--- src/rtl/sipo_deser_pkg.sv ---
// sipo_deser shared types and sizing helpers.
// Imported by the interface, the holding register and the top.
package sipo_pkg;

   localparam int N_DEF = 8;

   typedef enum logic {
      EMPTY = 1'b0,
      FULL  = 1'b1
   } state_t;

   // Counter width for an N-bit word; never narrower than one bit.
   function automatic int cw(input int n);
      return (n > 1) ? $clog2(n) : 1;
   endfunction

   localparam int CW_DEF = cw(N_DEF);

endpackage

--- src/rtl/sipo_deser_if.sv ---
// Serial input and parallel valid/ready output bundle of sipo_deser.
// master = producer/consumer side, slave = deserializer side.
interface sipo_if
   import sipo_pkg::*;
#(
   parameter int N = N_DEF
);

   localparam int CW = cw(N);

   logic          en;
   logic          d;
   logic          ready;
   logic [N-1:0]  q;
   logic          valid;
   logic          ovf;
   logic [CW-1:0] bitcnt;

   modport master (
      output en,
      output d,
      output ready,
      input  q,
      input  valid,
      input  ovf,
      input  bitcnt
   );

   modport slave (
      input  en,
      input  d,
      input  ready,
      output q,
      output valid,
      output ovf,
      output bitcnt
   );

endinterface

--- src/rtl/sipo_deser_flopenr.sv ---
// N-bit enabled flop with synchronous active-high reset.
// Holds the delivered word of sipo_deser.
module sipo_deser_flopenr #(
   parameter int N = 8
) (
   input  logic         i_clk,
   input  logic         i_r,
   input  logic         i_en,
   input  logic [N-1:0] i_d,
   output logic [N-1:0] o_q
);

   logic [N-1:0] r_q;

   always_ff @(posedge i_clk) begin
      if (i_r)
         r_q <= '0;
      else if (i_en)
         r_q <= i_d;
   end

   assign o_q = r_q;

endmodule

--- src/rtl/sipo_deser.sv ---
// Serial-in parallel-out deserializer with valid/ready output
// and sticky overrun flag.
module sipo_deser
   import sipo_pkg::*;
#(
   parameter int N         = N_DEF,
   parameter bit LSB_FIRST = 1'b0
) (
   input logic  clk,
   input logic  r,
   sipo_if.slave bus
);

   localparam int CW = cw(N);
   localparam logic [CW-1:0] LAST = CW'(N - 1);

   logic [N-1:0]  r_sr;
   logic [CW-1:0] r_cnt;
   state_t        r_state;
   logic          r_ovf;

   state_t        w_next;
   logic          w_done;
   logic          w_load;
   logic          w_ovf_set;
   logic [N-1:0]  w_word;

   assign w_done = bus.en && (r_cnt == LAST);

   // Word as it will look after this edge's shift, including d.
   always_comb begin
      w_word = LSB_FIRST ? {bus.d, r_sr[N-1:1]}
                         : {r_sr[N-2:0], bus.d};
   end

   always_ff @(posedge clk) begin
      if (r) begin
         r_sr  <= '0;
         r_cnt <= '0;
      end else if (bus.en) begin
         r_sr  <= w_word;
         r_cnt <= w_done ? '0 : r_cnt + 1'b1;
      end
   end

   always_ff @(posedge clk) begin
      if (r)
         r_state <= EMPTY;
      else
         r_state <= w_next;
   end

   always_comb begin
      w_next    = r_state;
      w_load    = 1'b0;
      w_ovf_set = 1'b0;
      unique case (r_state)
         EMPTY: begin
            if (w_done) begin
               w_load = 1'b1;
               w_next = FULL;
            end
         end
         FULL: begin
            if (w_done && bus.ready)
               w_load = 1'b1;
            else if (w_done)
               w_ovf_set = 1'b1;
            else if (bus.ready)
               w_next = EMPTY;
         end
      endcase
   end

   always_ff @(posedge clk) begin
      if (r)
         r_ovf <= 1'b0;
      else if (w_ovf_set)
         r_ovf <= 1'b1;
   end

   sipo_deser_flopenr #(
      .N (N)
   ) u_hold (
      .i_clk (clk),
      .i_r   (r),
      .i_en  (w_load),
      .i_d   (w_word),
      .o_q   (bus.q)
   );

   assign bus.valid  = (r_state == FULL);
   assign bus.ovf    = r_ovf;
   assign bus.bitcnt = r_cnt;

endmodule

--- src/flat_wrapper.sv ---
// flat-port wrapper written by rule: the top's interface ports become plain ports
module sipo_deser_flat import sipo_pkg::*;
#(
   parameter int N         = N_DEF,
   parameter bit LSB_FIRST = 1'b0
)
  (clk, r, bus_en, bus_d, bus_ready, bus_q, bus_valid, bus_ovf, bus_bitcnt);
  sipo_if #(.N(N)) bus_i ();
  input logic clk;
  input logic r;
  input wire logic [$bits(bus_i.en)-1:0] bus_en;
  input wire logic [$bits(bus_i.d)-1:0] bus_d;
  input wire logic [$bits(bus_i.ready)-1:0] bus_ready;
  output wire logic [$bits(bus_i.q)-1:0] bus_q;
  output wire logic [$bits(bus_i.valid)-1:0] bus_valid;
  output wire logic [$bits(bus_i.ovf)-1:0] bus_ovf;
  output wire logic [$bits(bus_i.bitcnt)-1:0] bus_bitcnt;
  assign bus_i.en = bus_en;
  assign bus_i.d = bus_d;
  assign bus_i.ready = bus_ready;
  assign bus_q = bus_i.q;
  assign bus_valid = bus_i.valid;
  assign bus_ovf = bus_i.ovf;
  assign bus_bitcnt = bus_i.bitcnt;
  sipo_deser #(.N(N), .LSB_FIRST(LSB_FIRST)) u_core (.clk(clk), .r(r), .bus(bus_i));
endmodule
--- config.mk ---
export PLATFORM = sky130hd
export DESIGN_NAME = sipo_deser_flat
export DESIGN_NICKNAME = d
export VERILOG_FILES = /design/src/rtl/sipo_deser_pkg.sv /design/src/rtl/sipo_deser_if.sv /design/src/rtl/sipo_deser_flopenr.sv /design/src/rtl/sipo_deser.sv /design/src/flat_wrapper.sv
export SDC_FILE = /design/constraint.sdc
export NUM_CORES = 1
export LEC_CHECK = 0
export CORE_MARGIN = 2
export CORE_UTILIZATION = 55
export CTS_BUF_LIST = sky130_fd_sc_hd__clkbuf_8
export DETAILED_ROUTE_END_ITERATION = 10
export PLACE_DENSITY = 0.85
export SLEW_MARGIN = 20
export SYNTH_ARGS = -nofsm -noshare
export SYNTH_HDL_FRONTEND = slang
export SYNTH_SLANG_ARGS = --single-unit
--- constraint.sdc ---
create_clock -name clk -period 1.85 [get_ports clk]
set_input_delay 0.185 -clock clk [delete_from_list [all_inputs] [get_ports clk]]
set_output_delay 0.185 -clock clk [all_outputs]
set_load 0.02 [all_outputs]
=== Word-level counts from Yosys, hierarchy flattened ===
Cells that the tools add are included.

* Word-level logic and storage cells: 20
* Output and inout port bits: 13
* ROM bits: 0
* Flip-flop bits (word level): 20
* Bits in latches: 0
* RAM bits: 0
* Memories: 0
* Input bits: 5

* Add/sub/neg operators: 1
* Reduce and logical (&&, ||, !) cells: 2
* $lt $le $gt $ge: 0
* Div/mod/pow operators: 0
* Multiplexer cells: 10
* Shift operators: 0
* $mul: 0
* Bitwise gates (word level): 1
* Equality and inequality tests: 1

{| class="wikitable"
|+ Operators with widths
! cell !! count
|-
| $mux W1 || 7
|-
| $pmux W1 S2 || 2
|-
| $add A3 B1 Y3 const B || 1
|-
| $eq A3 B3 Y1 const B || 1
|-
| $mux W3 || 1
|-
| $logic_and A1 B1 Y1 || 2
|-
| $not A1 Y1 || 1
|}

=== Longest topological paths before layout ===
Gate-level depths: netlist of the first run.

* Depth in word-level cells: 5
* Mapped depth: 5
* Mapped depth without buffers: 5

=== Hierarchy ===
From an unflattened synthesis of the first run, not the netlist that was laid out.

* Cell total of the unflattened synthesis: 71
* Area total of the unflattened synthesis: 749.5 um^2

{| class="wikitable"
|+ By module, submodules not included
! module !! area an instance (um^2) !! instances !! cells an instance !! sequential area each (um^2)
|-
| sipo_deser || 464.2 || 1 || 45 || 240.2
|-
| sipo_deser_flopenr || 285.3 || 1 || 26 || 160.2
|}

=== Worst setup path before layout of the first run ===
Ideal clock, no wire load.

* Path type: register to register
* From: register u_core.r_cnt[0] (netlist: u_core.bus.bitcnt[0])
* To: register u_core.u_hold.r_q[0] (netlist: u_core.u_hold.o_q[0])
* Stages on the path, launching flop included: 6
* Setup time: 0.072 ns
* Period minus slack after synthesis: 1.386 ns
* Arrival: 1.314 ns
* Required time: 1.778 ns
* Buffers on the path: 0
* Slack: 0.464 ns
* Cells stage by stage: dfxtp_1 > ha_1 > ha_1 > nand2_2 > nor2_8 > mux2i_1

* Longest elaborated chain between the ends: 5
* Elaborated cells between the ends (all ways): 6
* Those cells by class: 1 x eq/ne; 3 x mux; 2 x reduce/logical

{| class="wikitable"
|+ Ends and longest elaborated chain
! item !! line !! source
|-
| from (decl) || sipo_deser.sv:18 || <nowiki>logic [CW-1:0] r_cnt;</nowiki>
|-
| from (signal assigned) || sipo_deser.sv:42 || <nowiki>r_cnt <= w_done ? '0 : r_cnt + 1'b1;</nowiki>
|-
| $eq A3 B3 Y1 (*) || sipo_deser.sv:28 || <nowiki>assign w_done = bus.en && (r_cnt == LAST);</nowiki>
|-
| $logic_and A1 B1 Y1 (*) || sipo_deser.sv:28 ||
|-
| $logic_and A1 B1 Y1 || sipo_deser.sv:65 || <nowiki>if (w_done && bus.ready)</nowiki>
|-
| $mux W1 || sipo_deser.sv:65 ||
|-
| $pmux W1 S2 (*) || sipo_deser.sv:57 || <nowiki>unique case (r_state)</nowiki>
|-
| to (signal assigned) || sipo_deser_flopenr.sv:19 || <nowiki>r_q <= i_d;</nowiki>
|-
| to (decl) || sipo_deser_flopenr.sv:13 || <nowiki>logic [N-1:0] r_q;</nowiki>
|}

Every way passes the cells marked *; elsewhere a longest branch is shown, timed or not.
A chain may end at the register's enable or synchronous reset.

=== Final worst setup path of the first run ===
* From: register u_core.r_cnt[0] (netlist: u_core.bus.bitcnt[0])
* To: output port bus_bitcnt[0]

{| class="wikitable"
|+ RTL lines
! item !! line !! source
|-
| to (decl) || flat_wrapper.sv:17 || <nowiki>output wire logic [$bits(bus_i.bitcnt)-1:0] bus_bitcnt;</nowiki>
|}

No word-level cell between the ends.

==> metrics.txt, run 1 <==
outcome complete, no violations; Critical Path, Cell by Cell clkdlybuf4s50_1; Final HPWL DP 961.6 um; clock latency on the worst-skew pair 260 ps; Synth Net Count 88; launch point of the worst path u_core.bus.bitcnt[0]; area post-placement 1025 um2; clock sinks 20; M3 GR Usage 0.05000; total CTS buffers 3; CTS tree done; max_cap viols 0; area of the mapped netlist 852.1 um2; crit-path max FO 4; post-DR wirelength/cell 12.10 um; Least-Margin Pin Slew 218.4 ps; Power, Total 788.7 uW; DRT antenna net count 0; delay-heaviest family, CP buffers and inverters; setup violators final 0; CTS HTree Levels 1; Yosys cell types 14; post-CTS setup buffer count 0; gpl congestion 0.7337; gr ovfl total 0; TNS Setup 0 ps; slowest stage delay, CP 620 ps; Setup Crit Path Kind reg2out; Worst R2R End u_core.u_hold.o_q[5]; fin. max-slew vios 0; # fillers 124; CP Depth 1; first-pass GRT wire length 2511 um; pwr dens 739.8 nW/um2; Req. time, crit path 1660 ps; Root Buffer clkbuf_8; initial core utilization 0.5791; Die ar. 1880 um2; pin count of the biggest net entering global routing 18; CP Buf/Inv Count 1; DRT iter0 DRCs 7; number of global-route vias before repair 578; r2r setup slk 460 ps; Reg2Reg Depth 5; post-cts resize count 0; Critical Path Sink Type output port; Routed WL 1392 um; Antenna diodes 0; fmax 0.6976 GHz; CP endpoint bus_bitcnt[0]; CTS Buffer Depth 2; headroom to the max-slew limit 0.8539; Die H 43.36 um; Crit-path slowest cell clkdlybuf4s50_1; Hold Path Depth 2; Vias per Instance 5.165; Final Hold Viols 0; design area 1066 um2; Mean Syn Cell Area 10.52 um2; I/O pin count 18; share of layout cells above drive strength 1 0.09091; Static Leakage 0.3961 nW; number of port buffers 17; DR vias 594; Seq/Total Area, Yosys 0.4699; RSZ-0062 raised after global routing false; Nets 108; Worst setup SP type register; # DRC 0; Pre-antenna DRT Iters 4; Rows 14; GRT Total Usage 0.1849; Synth-to-Final Area Change 25.11%; HP Class reg2reg; die width 43.36 um; Cells after Synth 81; GRT met1 Usage 0.2520; commonest non-fill, non-tap cell in the layout dfxtp_1; Peak VDD IR 0.6668 mV; Clock Pin Slew Worst Setup and Hold Paths 70 ps; worst clock skew 1.330 ps; Util after Layout 0.7245; area of the multi-input gates 411.6 um2; cts hold-fix bufs 0; register cell area after layout 400.4 um2; Ys Warns 0; period utilization 0.7749; commonest cells after routing, fill and taps aside dfxtp_1, nand2b_1, clkdlybuf4s50_1; met2 usage 0.2537; crit path time final 1433 ps; FF+latch count, synth 20; Core ar. 1471 um2; CP Data Arrival Time 1250 ps; reg2reg start u_core.bus.bitcnt[0]; GRT busiest layer met2; initial antenna violation count 0
==> cell families (layout without fill, tap and decap cells) <==
group / after synthesis / after routing / synth area share
and+or+nand+nor: 34 / 34 / 0.2408
DFF: 20 / 20 / 0.4699
muxes: 16 / 16 / 0.1880
buffers and inverters: 5 / 23 / 0.04699
AOI/OAI and AO/OA: 4 / 4 / 0.02496
adders and majority gates: 2 / 2 / 0.02936
==> cell usage after synthesis <==
library cell	number	area share
buf_6	2	0.026
nor2_1	11	0.048
and2b_4	1	0.012
nand3b_1	2	0.018
buf_2	2	0.012
buf_4	1	0.0088
mux2i_1	16	0.19
ha_1	2	0.029
nand2b_1	18	0.13
a21oi_1	3	0.018
dfxtp_1	20	0.47
nor2_8	1	0.023
nand2_2	1	0.0073
a31oi_1	1	0.0073
==> power breakdown <==
group          internal (mW)  switching [mW]
Combinational         0.0340          0.0270
Sequential             0.437         0.00552
Clock                  0.145           0.140
Total                  0.616           0.173
==> worst min-delay path by stage <==
stage / startpoint / to / slack (ps)
final: u_core.u_hold.o_q[3] / u_core.u_hold.o_q[3] / 470
after global routing: u_core.u_hold.o_q[6] / u_core.u_hold.o_q[6] / 500
after CTS: u_core.u_hold.o_q[1] / u_core.u_hold.o_q[1] / 480
after detailed placement: u_core.u_hold.o_q[6] / u_core.u_hold.o_q[6] / 460
after global placement: u_core.u_hold.o_q[1] / u_core.u_hold.o_q[1] / 460
after floorplan: bus_d / u_core.r_sr[0] / 330
==> registers in the layout (all words and copies together), names as in the netlist <==
signal / cells
u_core.bus.bitcnt: 3
u_core.bus.ovf: 1
u_core.bus.valid: 1
u_core.r_sr: 7
u_core.u_hold.o_q: 8
==> stage by stage <==
stage                     instances  worst slack (ps)  hold slack [ps]
final                           115             416.5            473.5
after global routing            115             323.3            496.6
after CTS                       115             406.3            480.4
after detailed placement        112             464.7            461.9
after global placement          112             535.6            459.3
after floorplan                  81             464.4            332.2
==> layout make-up <==
type	instances	area share
multi-input cells	56	0.3862
flip-flops and latches	20	0.3756
repair buffers	20	0.1808
clock buffers	3	0.03873
well taps	16	0.01878
==> per-layer routing <==
layer / wire length (um) / up-vias
met1: 684 / 273
met5: 0 / -
li1: - / 301
met3: 70 / 5
met2: 599 / 15
met4: 37 / 0
Power figures use the tool's default switching activity.
==> run 2: changes to the inputs <==
--- a/config.mk
+++ b/config.mk
@@ -6,10 +6,10 @@
 export NUM_CORES = 1
 export LEC_CHECK = 0
 export CORE_MARGIN = 2
-export CORE_UTILIZATION = 55
+export CORE_UTILIZATION = 51
 export CTS_BUF_LIST = sky130_fd_sc_hd__clkbuf_8
 export DETAILED_ROUTE_END_ITERATION = 10
-export PLACE_DENSITY = 0.85
+export PLACE_DENSITY = 0.8
 export SLEW_MARGIN = 20
 export SYNTH_ARGS = -nofsm -noshare
 export SYNTH_HDL_FRONTEND = slang
==> constraint.sdc (replaced) <==
create_clock -name clk -period 1.5 [get_ports clk]
set_input_delay 0.15 -clock clk [delete_from_list [all_inputs] [get_ports clk]]
set_output_delay 0.15 -clock clk [all_outputs]
set_load 0.02 [all_outputs]
==> run 2 against run 1 <==
  * Sequential power grew 24%
  * First-iteration DRC count rose by 14%
  * Setup slack worse by 320 ps
  * Critical path depth did not move
  * Hold slack worse by 2.0 ps
  * Wire length shrank 4.7%
  * Combinational power is 27% higher
  * Critical path type unchanged
  * Via count is 1.5% lower
  * Die area rose by 7.1%
==> metrics.txt, run 2 (synthesis gave the netlist of run 1 again) <==
Routed WL 1326 um (-4.7%); Root Buffer clkbuf_8; Req. time, crit path 1350 ps (-310 ps); Crit-path slowest cell clkdlybuf4s50_1; number of port buffers 17 (unchanged); Core ar. 1541 um2 (+4.8%); initial core utilization 0.5528 (-0.02632); Static Leakage 0.3978 nW (+0.43%); Clock Pin Slew Worst Setup and Hold Paths 70 ps (about the same); CP Depth 1 (unchanged); Rows 14 (unchanged); CTS tree done; RSZ-0062 raised after global routing false; area of the multi-input gates 414.1 um2 (+0.61%); gr ovfl total 0 (unchanged); delay-heaviest family, CP buffers and inverters; area post-placement 1032 um2 (+0.73%); share of layout cells above drive strength 1 0.1100 (+0.01909); # DRC 0 (unchanged); first-pass GRT wire length 2311 um (-8.0%); max_cap viols 0 (unchanged); gpl congestion 0.7101 (-3.2%); TNS Setup 0 ps (unchanged); Critical Path, Cell by Cell clkdlybuf4s50_1; cell internal pwr 760.6 uW (+23%); headroom to the max-slew limit 0.8507 (-0.003230); pin count of the biggest net entering global routing 29 (+11); Die ar. 2014 um2 (+7.1%); Critical Path Sink Type output port; register cell area after layout 400.4 um2 (unchanged); DRT antenna net count 0 (unchanged); Setup Crit Path Kind reg2out; CP Data Arrival Time 1250 ps (about the same); post-CTS setup buffer count 0 (unchanged); clock sinks 20 (unchanged); crit-path max FO 4 (unchanged); fmax 0.7129 GHz; cts hold-fix bufs 0 (unchanged); DRT iter0 DRCs 8 (+1); CTS HTree Levels 1 (unchanged); max FFs per register 8 (unchanged); Final HPWL DP 940.6 um (-2.2%); worst clock skew 5.159 ps (+3.829 ps); P_sw 193.1 uW (+12%); number of global-route vias before repair 551 (-4.7%); Peak VDD IR 0.5585 mV (-16%); Gate power share 0.081 (+0.004); outcome complete, no violations; period utilization 0.9352; Antenna diodes 0 (unchanged); commonest non-fill, non-tap cell in the layout dfxtp_1; Reg2Reg Depth 5 (unchanged); Synth-to-Final Area Change 26.28%; die width 44.88 um (+3.5%); Pre-antenna DRT Iters 4 (unchanged); I/O pin count 18 (unchanged); crit path time final 1403 ps; Clk pwr share 0.346 (-0.016); Vias per Instance 5.043 (-2.4%); HP Class reg2reg; initial antenna violation count 0 (unchanged); CP Buf/Inv Count 1 (unchanged); Least-Margin Pin Slew 223.3 ps (+4.829 ps); pwr dens 886.3 nW/um2 (+20%); total CTS buffers 3 (unchanged); CTS Buffer Depth 2 (unchanged); Worst setup SP type register; Die H 44.88 um (+3.5%); commonest cells after routing, fill and taps aside dfxtp_1, nand2b_1, clkdlybuf4s50_1; Final Hold Viols 0 (unchanged); setup violators final 0 (unchanged); post-DR wirelength/cell 11.43 um (-5.6%); Hold Path Depth 2 (unchanged); Nets 109 (+0.93%); DR vias 585 (-1.5%); Net Sw Frac 0.2024 (-0.01629); fin. max-slew vios 0 (unchanged); GRT Total Usage 0.1571 (-0.02784); design area 1076 um2 (+0.94%); # fillers 124 (unchanged); share of power burned in registers 0.573 (+0.012); slowest stage delay, CP 620 ps (about the same); clock latency on the worst-skew pair 250 ps (about the same)
run 2: power by group through the flow:
stage	clock network (mW)	logic [mW]	registers (mW)
finish	0.330	0.0776	0.546
global route	0.359	0.0843	0.547
CTS	0.340	0.0779	0.546
detailed placement	0	0.0776	0.558
global placement	0	0.0763	0.557
floorplan	0	0.0470	0.562
run 2: layout make-up:
cell class / count / area share
clock buffer: 3 / 0.03837
timing repair buffer: 21 / 0.1860
multi-input combinational: 56 / 0.3849
sequential: 20 / 0.3721
tap: 16 / 0.01860
run 2: final timing paths:
kind / from / endpoint / slack (ps)
max: u_core.bus.bitcnt[0] / bus_bitcnt[0] / 100
max reg2reg: u_core.bus.bitcnt[0] / u_core.u_hold.o_q[5] / 120
min reg2reg: u_core.u_hold.o_q[6] / u_core.u_hold.o_q[6] / 470
min: u_core.u_hold.o_q[6] / u_core.u_hold.o_q[6] / 470
run 2: per-stage QoR:
stage                     power, mW  utilization  hold slack [ps]  cells  setup WS [ps]
after floorplan              0.6094            -            297.2     81          114.4
after global placement       0.6334       0.6696            459.3    113          175.5
after detailed placement     0.6359       0.6696            462.6    113          78.02
after CTS                    0.9640       0.6964            474.3    116          65.51
after global routing         0.9900       0.6981            499.4    116          29.73
final                        0.9537       0.6981            471.5    116          97.24
run 2: layer usage:
layer / wire, um / vias up / part of all wire / global-route usage
met5: 0 / - / 0 / 0
met4: 8 / 0 / 0.0060 / 0.08824
met3: 51 / 2 / 0.038 / 0.03600
met2: 591 / 11 / 0.45 / 0.2261
met1: 675 / 269 / 0.51 / 0.2166
li1: - / 303 / - / -
run 2: timing repair:
| item | 4_1_cts | 5_1_grt |
|---|---|---|
| setup endpoints to repair | 0 | 4 |
| gates resized for setup | 0 | 1 |
| endpoints found under the hold margin | 0 | 0 |
==> run 3: changes to the inputs <==
--- a/config.mk
+++ b/config.mk
@@ -6,10 +6,10 @@
 export NUM_CORES = 1
 export LEC_CHECK = 0
 export CORE_MARGIN = 2
-export CORE_UTILIZATION = 51
+export CORE_UTILIZATION = 40
 export CTS_BUF_LIST = sky130_fd_sc_hd__clkbuf_8
 export DETAILED_ROUTE_END_ITERATION = 10
-export PLACE_DENSITY = 0.8
+export PLACE_DENSITY = 0.65
 export SLEW_MARGIN = 20
 export SYNTH_ARGS = -nofsm -noshare
 export SYNTH_HDL_FRONTEND = slang
==> run 3 against run 2 <==
  * Cell count is 10% higher
  * Power is 22% higher
  * Clock-buffer cell count stayed put
  * Register-to-register slack better by 90 ps
  * Highest routed layer unchanged
==> metrics.txt, run 3 (synthesis gave the netlist of run 1 again) <==
share of layout cells above drive strength 1 0.1089 (-0.001089); Vias per Instance 4.531 (-10%); Static Leakage 0.4203 nW (+5.7%); I/O pin count 18 (unchanged); commonest cells after routing, fill and taps aside dfxtp_1, nand2b_1, clkdlybuf4s50_1; post-DR wirelength/cell 10.34 um (-9.6%); GRT Total Usage 0.1301 (-0.02693); pin count of the biggest net entering global routing 29 (unchanged); cts hold-fix bufs 0 (unchanged); Pre-antenna DRT Iters 4 (unchanged); RSZ-0062 raised after global routing false; total CTS buffers 3 (unchanged); Least-Margin Pin Slew 219.4 ps (-3.815 ps); die width 50.16 um (+12%); CTS tree done; Root Buffer clkbuf_8; Clock Pin Slew Worst Setup and Hold Paths 80 ps (about the same); crit-path max FO 4 (unchanged); gr ovfl total 0 (unchanged); fin. max-slew vios 0 (unchanged); # DRC 0 (unchanged); pwr dens 1028 nW/um2 (+16%); worst clock skew 5.515 ps (+0.3563 ps); gpl congestion 0.6472 (-8.9%); CTS Buffer Depth 2 (unchanged); HP Class reg2reg; DRT iter0 DRCs 5 (-3); setup violators final 0 (unchanged); delay-heaviest family, CP buffers and inverters; DRT antenna net count 0 (unchanged); TNS Setup 0 ps (unchanged); Final Hold Viols 0 (unchanged); Final HPWL DP 909.6 um (-3.3%); max_cap viols 0 (unchanged); Core ar. 1982 um2 (+29%); Worst setup SP type register; WHS 470.9 ps (-0.5970 ps); Synth-to-Final Area Change 32.60%; clock latency on the worst-skew pair 260 ps (about the same); Routed WL 1323 um (-0.23%); CP Data Arrival Time 1260 ps (about the same); outcome complete, no violations; clock sinks 20 (unchanged); Die ar. 2516 um2 (+25%); number of global-route vias before repair 536 (-2.7%); initial core utilization 0.4299 (-0.1228); Die H 50.16 um (+12%); Critical Path Sink Type output port; post-CTS setup buffer count 0 (unchanged); crit path time final 1410 ps (+7.456 ps); post-cts resize count 0 (unchanged); Req. time, crit path 1350 ps (about the same); number of port buffers 17 (unchanged); Nets 109 (unchanged); max FFs per register 8 (unchanged); first-pass GRT wire length 2366 um (+2.4%); DR vias 580 (-0.85%); fmax 0.7091 GHz (-0.53%); headroom to the max-slew limit 0.8532 (+0.002552); Crit-path slowest cell clkdlybuf4s50_1; CP Buf/Inv Count 1 (unchanged); slowest stage delay, CP 620 ps (about the same); initial antenna violation count 0 (unchanged); commonest non-fill, non-tap cell in the layout dfxtp_1; Critical Path, Cell by Cell clkdlybuf4s50_1; Rows 16 (+2); Peak VDD IR 0.6224 mV (+11%); Setup Crit Path Kind reg2out; Antenna diodes 0 (unchanged); period utilization 0.9401 (+0.004971); CTS HTree Levels 1 (unchanged)
[run 3: changes by cell type in the layout (fill, tap and decap cells not counted), sizes merged]
cell	before	now
bufinv	0	1
[run 3: path summary, 6_finish.rpt]
kind                                              to  cells past startpoint  slack [ps]                 start
worst max-delay path                   bus_bitcnt[0]                      1          90  u_core.bus.bitcnt[0]
worst min-delay path            u_core.u_hold.o_q[7]                      2         470        u_core.r_sr[6]
worst max register to register  u_core.u_hold.o_q[5]                      5         210  u_core.bus.bitcnt[0]
worst min register to register  u_core.u_hold.o_q[7]                      2         470        u_core.r_sr[6]
[run 3: per-stage QoR]
| step | power, mW | setup WS [ps] | utilization | cells | cell area [um2] |
|---|---|---|---|---|---|
| detailed placement | 0.6369 | 177.1 | 0.5341 | 124 | 1059 |
| global placement | 0.6357 | 191.3 | 0.5341 | 124 | 1059 |
| floorplan | 0.6094 | 114.4 | - | 81 | 852.1 |
| finish | 1.161 | 89.79 | 0.5701 | 128 | 1130 |
| global route | 1.213 | 24.50 | 0.5701 | 128 | 1130 |
| CTS | 1.186 | 72.15 | 0.5701 | 128 | 1130 |
[run 3: area by class of cell]
type	count	area (um2)
Timing Repair Buffer	21	212.7
Tap cell	27	33.78
Multi-Input combinational cell	56	411.6
Clock buffer	3	41.29
Fill cell	172	852.1
Sequential cell	20	400.4
Clock inverter	1	30.03
[run 3: report_power, final]
part / switching [mW] / internal, mW
logic: 0.0334 / 0.0450
registers: 0.00659 / 0.539
clock network: 0.182 / 0.356
[run 3: per-layer routing]
layer  GRT usage  share of wire
met4      0.1111          0.041
met1      0.1614           0.48
met2      0.1820           0.43
met3     0.03869          0.048
met5           0              0
